$ cat src/rtl/quick_spi_slave.sv
// SPI slave with 2-flop input synchronizers, independent RX/TX frame widths and CPOL/CPHA modes.
// Optional short-frame reporting (frame_error, error_count) when QUICK_SPI_SLAVE_ERROR_CHECK_EN is defined.
module quick_spi_slave #(
  parameter int RX_DATA_WIDTH   = 16,
  parameter int TX_DATA_WIDTH   = 8,
  parameter bit CPOL            = 1'b0,
  parameter bit CPHA            = 1'b0,
  parameter bit BITS_ORDER      = 1'b1,
  parameter bit MISO_IDLE_VALUE = 1'b0
) (
  input  logic                     clk,
  input  logic                     reset_n,
  input  logic                     enable,
  input  logic                     ss_n,
  input  logic                     sclk,
  input  logic                     mosi,
  output logic                     miso,
  output logic                     miso_oe,
  input  logic [TX_DATA_WIDTH-1:0] tx_data,
  output logic [RX_DATA_WIDTH-1:0] rx_data,
  output logic                     rx_valid,
  output logic                     busy
`ifdef QUICK_SPI_SLAVE_ERROR_CHECK_EN
  ,
  output logic                     frame_error,
  output logic [7:0]               error_count
`endif
);

  localparam int RCW = $clog2(RX_DATA_WIDTH + 1);
  localparam int TCW = $clog2(TX_DATA_WIDTH + 1);

  typedef enum logic [1:0] {IDLE, ACTIVE, DONE} state_t;

  state_t                   state;
  logic [1:0]               ss_sync, sclk_sync, mosi_sync;
  logic                     ss_prev, sclk_prev;
  logic [1:0]               init_q;
  logic                     armed;
  logic [RX_DATA_WIDTH-1:0] rx_sh;
  logic [TX_DATA_WIDTH-1:0] tx_sh;
  logic [RCW-1:0]           rx_count;
  logic [TCW-1:0]           tx_count;

  logic ss_s, sclk_s, mosi_s;
  logic ss_fall, ss_rise, lead, trail, sample_edge, shift_edge;

  function automatic logic tx_bit(input logic [TX_DATA_WIDTH-1:0] v);
    return BITS_ORDER ? v[TX_DATA_WIDTH-1] : v[0];
  endfunction

  function automatic logic [TX_DATA_WIDTH-1:0] tx_next(input logic [TX_DATA_WIDTH-1:0] v);
    return BITS_ORDER ? (v << 1) : (v >> 1);
  endfunction

  function automatic logic [RX_DATA_WIDTH-1:0] rx_next(input logic [RX_DATA_WIDTH-1:0] v,
                                                       input logic b);
    return BITS_ORDER ? ((v << 1) | RX_DATA_WIDTH'(b))
                      : ((v >> 1) | (RX_DATA_WIDTH'(b) << (RX_DATA_WIDTH - 1)));
  endfunction

  assign ss_s        = ss_sync[1];
  assign sclk_s      = sclk_sync[1];
  assign mosi_s      = mosi_sync[1];
  // A fall only counts once ss_n has really been seen high since reset.
  assign ss_fall     = armed & ss_prev & ~ss_s;
  assign ss_rise     = ~ss_prev & ss_s;
  assign lead        = (sclk_prev == CPOL) && (sclk_s != CPOL);
  assign trail       = (sclk_prev != CPOL) && (sclk_s == CPOL);
  assign sample_edge = CPHA ? trail : lead;
  assign shift_edge  = CPHA ? lead : trail;

  always_ff @(posedge clk or negedge reset_n) begin
    if (!reset_n) begin
      ss_sync   <= 2'b11;
      sclk_sync <= {2{CPOL}};
      mosi_sync <= 2'b00;
      ss_prev   <= 1'b1;
      sclk_prev <= CPOL;
      init_q    <= 2'b00;
      armed     <= 1'b0;
    end else begin
      ss_sync   <= {ss_sync[0], ss_n};
      sclk_sync <= {sclk_sync[0], sclk};
      mosi_sync <= {mosi_sync[0], mosi};
      ss_prev   <= ss_s;
      sclk_prev <= sclk_s;
      // init_q[1] marks that ss_sync[1] now holds a genuine pin sample.
      init_q    <= {init_q[0], 1'b1};
      armed     <= armed | (init_q[1] & ss_s);
    end
  end

  always_ff @(posedge clk or negedge reset_n) begin
    if (!reset_n) begin
      state    <= IDLE;
      rx_data  <= '0;
      rx_valid <= 1'b0;
      busy     <= 1'b0;
      miso     <= MISO_IDLE_VALUE;
      miso_oe  <= 1'b0;
      rx_sh    <= '0;
      tx_sh    <= '0;
      rx_count <= '0;
      tx_count <= '0;
`ifdef QUICK_SPI_SLAVE_ERROR_CHECK_EN
      frame_error <= 1'b0;
      error_count <= 8'd0;
`endif
    end else begin
      rx_valid <= 1'b0;
`ifdef QUICK_SPI_SLAVE_ERROR_CHECK_EN
      frame_error <= 1'b0;
`endif
      case (state)
        IDLE: begin
          if (ss_fall && enable) begin
            state    <= ACTIVE;
            busy     <= 1'b1;
            miso_oe  <= 1'b1;
            rx_sh    <= '0;
            rx_count <= '0;
            if (!CPHA) begin
              miso     <= tx_bit(tx_data);
              tx_sh    <= tx_next(tx_data);
              tx_count <= TCW'(1);
            end else begin
              miso     <= MISO_IDLE_VALUE;
              tx_sh    <= tx_data;
              tx_count <= '0;
            end
          end
        end
        ACTIVE: begin
          if (ss_rise) begin
            state   <= DONE;
            busy    <= 1'b0;
            miso_oe <= 1'b0;
            miso    <= MISO_IDLE_VALUE;
          end else begin
            if (sample_edge && (rx_count < RCW'(RX_DATA_WIDTH))) begin
              rx_sh    <= rx_next(rx_sh, mosi_s);
              rx_count <= rx_count + 1'b1;
            end
            if (shift_edge) begin
              if (tx_count < TCW'(TX_DATA_WIDTH)) begin
                miso     <= tx_bit(tx_sh);
                tx_sh    <= tx_next(tx_sh);
                tx_count <= tx_count + 1'b1;
              end else begin
                miso <= MISO_IDLE_VALUE;
              end
            end
          end
        end
        DONE: begin
          state <= IDLE;
          if (rx_count == RCW'(RX_DATA_WIDTH)) begin
            rx_data  <= rx_sh;
            rx_valid <= 1'b1;
          end
`ifdef QUICK_SPI_SLAVE_ERROR_CHECK_EN
          else begin
            frame_error <= 1'b1;
            if (error_count != 8'hFF) error_count <= error_count + 8'd1;
          end
`endif
        end
        default: state <= IDLE;
      endcase
    end
  end

endmodule

$ cat config.mk
export PLATFORM = sky130hd
export DESIGN_NAME = quick_spi_slave
export DESIGN_NICKNAME = d
export VERILOG_FILES = /design/src/rtl/quick_spi_slave.sv
export SDC_FILE = /design/constraint.sdc
export NUM_CORES = 1
export LEC_CHECK = 0
export ABC_AREA = 1
export BUFFER_PORTS_ARGS = -buffer_cell sky130_fd_sc_hd__buf_2
export CORE_ASPECT_RATIO = 0.6
export CORE_MARGIN = 2
export CORE_UTILIZATION = 57
export CTS_CLUSTER_DIAMETER = 200
export DETAILED_ROUTE_END_ITERATION = 8
export PLACE_DENSITY_LB_ADDON = 0.3
export SYNTH_ARGS = -nofsm -noshare
export SYNTH_HDL_FRONTEND = slang
export SYNTH_SLANG_ARGS = --single-unit
$ cat constraint.sdc
create_clock -name clk -period 1.8 [get_ports clk]
set_input_delay 0.36 -clock clk [delete_from_list [all_inputs] [get_ports clk]]
set_output_delay 0.36 -clock clk [all_outputs]
set_load 0.005 [all_outputs]
# Word-level counts from Yosys, hierarchy flattened
# Cells that the tools add are included.
[totals] ff_bits=65 word_cells=83
[op_classes] n_addsub=2 magnitude_cmp=2 n_eq_ne=10 mux=31 n_bitwise=10 n_reduce_logical=12
[ops] op="$mux 16" count=3
[ops] op="$mux 8" count=4
[ops] op="$pmux 16 s2" count=1
[ops] op="$mux 4" count=4
[ops] op="$or 16x1->16" count=1
[ops] op="$pmux 8 s2" count=1
[ops] op="$mux 5" count=3
[ops] op="$ne 2x2->1 const B" count=6
[ops] op="$pmux 5 s2" count=1
[ops] op="$mux 1" count=8
[ops] op="$pmux 4 s2" count=1
[ops] op="$reduce_and 3->1" count=2
[ops] op="$add 5x1->5 const B" count=1
[ops] op="$eq 5x5->1 const B" count=1
[ops] op="$lt 5x5->1 const B" count=1
[ops] op="$reduce_and 5->1" count=1
[ops] op="$add 4x1->4 const B" count=1
[ops] op="$and 1x1->1" count=4
[ops] op="$logic_and 1x1->1" count=4
[ops] op="$lt 4x4->1 const B" count=1
[ops] op="$mux 2" count=2
[ops] op="$not 1->1" count=4
[ops] op="$pmux 1 s2" count=2
[ops] op="$pmux 2 s2" count=1
[ops] op="other kinds (8)" count=9

# Depth between registers and ports, before layout
[logic_depth] depth_word=6 mapped_depth=9 mapped_depth_nobuf=8

# Worst setup path after synthesis
# Ideal clock, no wire load.
[synth_path] path_kind="register -> register" startpoint="register rx_count[0]" endpoint="register rx_data[0]" setup_ns=0.065 arrival_ns=1.266 t_required_ns=1.735 path_slack_ns=0.469 path_stages_with_launch=10 n_path_buf=1 synth_period_minus_slack_ns=1.331 path_cell_list="dfrtp_1 -> inv_1 -> ha_1 -> nand2_1 -> nor3_2 -> nand3_2 -> inv_2 -> buf_6 -> nand2_1 -> nand2_1"
[synth_between] elab_chain_len=2
[synth_lines] element="from (decl)" line_no="42" source="logic [RCW-1:0] rx_count;"
[synth_lines] element="from (signal assigned)" line_no="143" source="rx_count <= rx_count + 1'b1;"
[synth_lines] element="$eq 5x5->1" line_no="158" source="if (rx_count == RCW'(RX_DATA_WIDTH)) begin"
[synth_lines] element="$reduce_and 2->1 (no line)"
[synth_lines] element="to (signal assigned)" line_no="159" source="rx_data <= rx_sh;"
[synth_lines] element="to (decl)" line_no="20" source="output logic [RX_DATA_WIDTH-1:0] rx_data,"
# No other way between the ends.
# A chain may end at the register's enable or synchronous reset.

# Worst setup path after layout
[layout_path] startpoint="register ss_prev" endpoint="register tx_sh[7]"
[layout_between] elab_chain_len=5 word_cells_on_any_way=8 classes_between="eq/ne (2); bitwise (4); reduce/logical (2)"
[layout_lines] element="from (decl)" line_no="37" source="logic ss_prev, sclk_prev;"
[layout_lines] element="from (signal assigned)" line_no="86" source="ss_prev <= ss_s;"
[layout_lines] element="$and 1x1->1 (2 in series)" line_no="66" source="assign ss_fall = armed & ss_prev & ~ss_s;"
[layout_lines] element="$logic_and 1x1->1" line_no="117" source="if (ss_fall && enable) begin"
[layout_lines] element="$ne 2x2->1 (no line)"
[layout_lines] element="$reduce_and 5->1 (no line) *"
[layout_lines] element="to (signal assigned)" line_no="125" source="tx_sh <= tx_next(tx_data);"
[layout_lines] element="to (signal assigned)" line_no="129" source="tx_sh <= tx_data;"
[layout_lines] element="to (signal assigned)" line_no="148" source="tx_sh <= tx_next(tx_sh);"
[layout_lines] element="to (decl)" line_no="41" source="logic [TX_DATA_WIDTH-1:0] tx_sh;"
# Mark *: on every way between the ends. The rest lies on a longest branch, timed or not.

==> flow_summary.ini <==
[outcome]
outcome = finished clean

[hold_path]
min_path_type = input port to flip-flop

[setup_path]
critPathArrivalTime_ps = 1790
cp_slowest_cell = dfstp_2
path_cells = inv_1 -> nand2_1 -> nor2_2 -> nor2_1 -> nand3_1 -> nand2_1 -> nand2_1
cp-start-kind = flip-flop
cp_data_required_time_ps = 2030
slowest_delay_ps = 520
cpMostUsedCell = nand2_1
critPathMaxFanout = 11
crit_type = flip-flop to flip-flop
cp-end-kind = flip-flop

[layout]
seqCellArea_um2 = 1610
areaGrowthSynthToFinish_pct = 15.9
drive_gt1_share_pct = 19.0
nFillCells = 374
nets = 369
most-common-layout-cells = nand2_1 (150), dfrtp_1 (61), nand3_1 (37), buf_2 (33)
multiInputGateArea_um2 = 967
diodes = 0
final_common_cell = nand2_1

[cts]
cts_root_buf = clkbuf_8
ctsResizeCount = 0
numCtsBuffers = 9
htree_levels = 3
cts_tree = done
clockBufferDepth = 2
clock_sinks = 64
clk_pin_slew_ps = 60
insertion_delay_ps = 340

[drt]
route.detailed.drc = 0
via_per_inst = 5.04
routedWlPerCell_um = 12.2
antenna_left = 0
first_pass_iters = 4
first_iter_violations = 182
vias = 2117
drt-total-wl_mm = 5.11

[global_route]
grtUsageTotal_pct = 22.6
grt_pass1_vias = 1966
antenna_found_initial = 0
grt-ovfl-total = 0
grt_max_degree = 51
grt_pass1_wl_mm = 9.10

[synth]
ys_async_sr_fraction_pct = 100
synth.area.top_cells = dfrtp_1 (56%), nand2_1 (21%), nand3_1 (6.8%)
synth_edf_count = 0
ys_ff_latch = 64
synth_seq_area_share_pct = 58.7
syn-num-nets = 330
netlist_area_um2 = 2730
synth-warning-count = 0
synth.top_cell.area_share_pct = 55.8
yosysTopAreaCell = dfrtp_1
avgSynthCellArea_um2 = 8.73
synth_cell_type_count = 25
ys.flop_type = dfrtp_1
synthCells = 313

[pwr]
vdd_ir_drop_max_mv = 0.649
power_mw = 3.52
power_density_nw_per_um2 = 1110
power_leakage_nw = 1.79

[die]
ios = 34
dieArea_um2 = 5380
rows = 19
initial_utilization_pct = 59.6
die_x_um = 93.4
die_y_um = 57.6
core_um2 = 4590

[sta]
hold_viol_final = 0
tns_ps = 0
finalClockSkew_ps = 11.5
max_clock_freq_mhz = 638
fin_crit_sh_pct = 87.1
rsz0062_at_grt = no
setup_viol = 0
drv_slew = 0
period_needed_ps = 1570

[place]
post-dp-hpwl_mm = 3.43
numPortBuffers = 33
place_congestion = 0.820

[flow_run]
drv_cap = 0
[synth_stat cells (2+ instances only)]
cell type	n
inv_2	4
o21ai_0	3
buf_6	3
nand4_1	2
buf_4	5
nor2_1	9
nand3_1	37
buf_2	6
a21oi_1	3
nand2_1	150
dfstp_2	3
ha_1	3
dfrtp_1	61
xnor2_1	2
inv_1	12
[per-stage QoR]
step / setup slack, ps / cell area, um^2 / util [%] / instances / hold WS (ps)
floorplan: 469 / 2730 / - / 313 / 64.4
global placement: 284 / 2950 / 64.3 / 403 / 293
detailed placement: 238 / 2950 / 64.3 / 403 / 294
CTS: 218 / 3170 / 69.1 / 420 / 98.4
global route: 103 / 3170 / 69.1 / 420 / 104
finish: 232 / 3170 / 69.1 / 420 / 118
[registers in the layout (all words and copies together), names as in the netlist, 4 cells and up]
signal and cells:
tx_count 4, tx_sh 7, rx_sh 16, rx_count 5, rx_data 16
[where the power goes]
| group | internal [mW] | switching (mW) | total (mW) |
|---|---|---|---|
| Combinational | 0.199 | 0.340 | 0.539 |
| Clock | 0.754 | 0.514 | 1.27 |
| Sequential | 1.59 | 0.122 | 1.71 |
| Total | 2.55 | 0.976 | 3.52 |
[final timing paths]
check	slack, ps	cells past startpoint	from	to
worst max register to register	230	7	ss_prev	tx_sh[7]
worst min register to register	340	0	mosi_sync[0]	mosi_sync[1]
worst max-delay path	230	7	ss_prev	tx_sh[7]
worst min-delay path	120	1	ss_n	ss_sync[0]
min in group asynchronous	460	2	reset_n	rx_data[15]
max in group asynchronous	720	3	reset_n	ss_prev
[critical path: cells and delay by family (launching register included)]
kind                   cells  cell delay, ps
AND/OR/NAND/NOR            6             910
flip-flops                 1             520
buffers and inverters      1              40
[layer usage]
| layer | part of all wire, % | up-vias | track usage [%] | wire (um) |
|---|---|---|---|---|
| met5 | 0 | - | 0 | 0 |
| met4 | 1.1 | 0 | 10.3 | 57 |
| li1 | - | 1058 | - | - |
| met1 | 50 | 999 | 32.2 | 2550 |
| met3 | 5.5 | 6 | 7.02 | 281 |
| met2 | 43 | 54 | 32.2 | 2220 |
[cell families after synthesis]
logic type	count (synthesis)	share of synthesized area, %
buffers and inverters	30	5.90
and+or+nand+nor	204	30.9
other	1	0.137
xor gates and xnor gates	3	0.961
DFF	64	58.7
adders and majority gates	3	1.37
AOI/OAI and AO/OA	8	1.97
[final cells by class]
class,instances,area share (%)
Clock buffer,14,5.45
Multi-Input combinational cell,219,30.5
Sequential cell,64,50.7
Inverter,16,1.89
Tap cell,63,2.49
Timing Repair Buffer,42,7.82
Clock inverter,2,1.18
[what timing repair did]
action | CTS | global route
setup buffers | 0 | 0
setup endpoints to repair | 0 | 0
hold buffers | 1 | 0
hold endpoints to repair | 13 | 0
(Power assumes the default switching activity.)
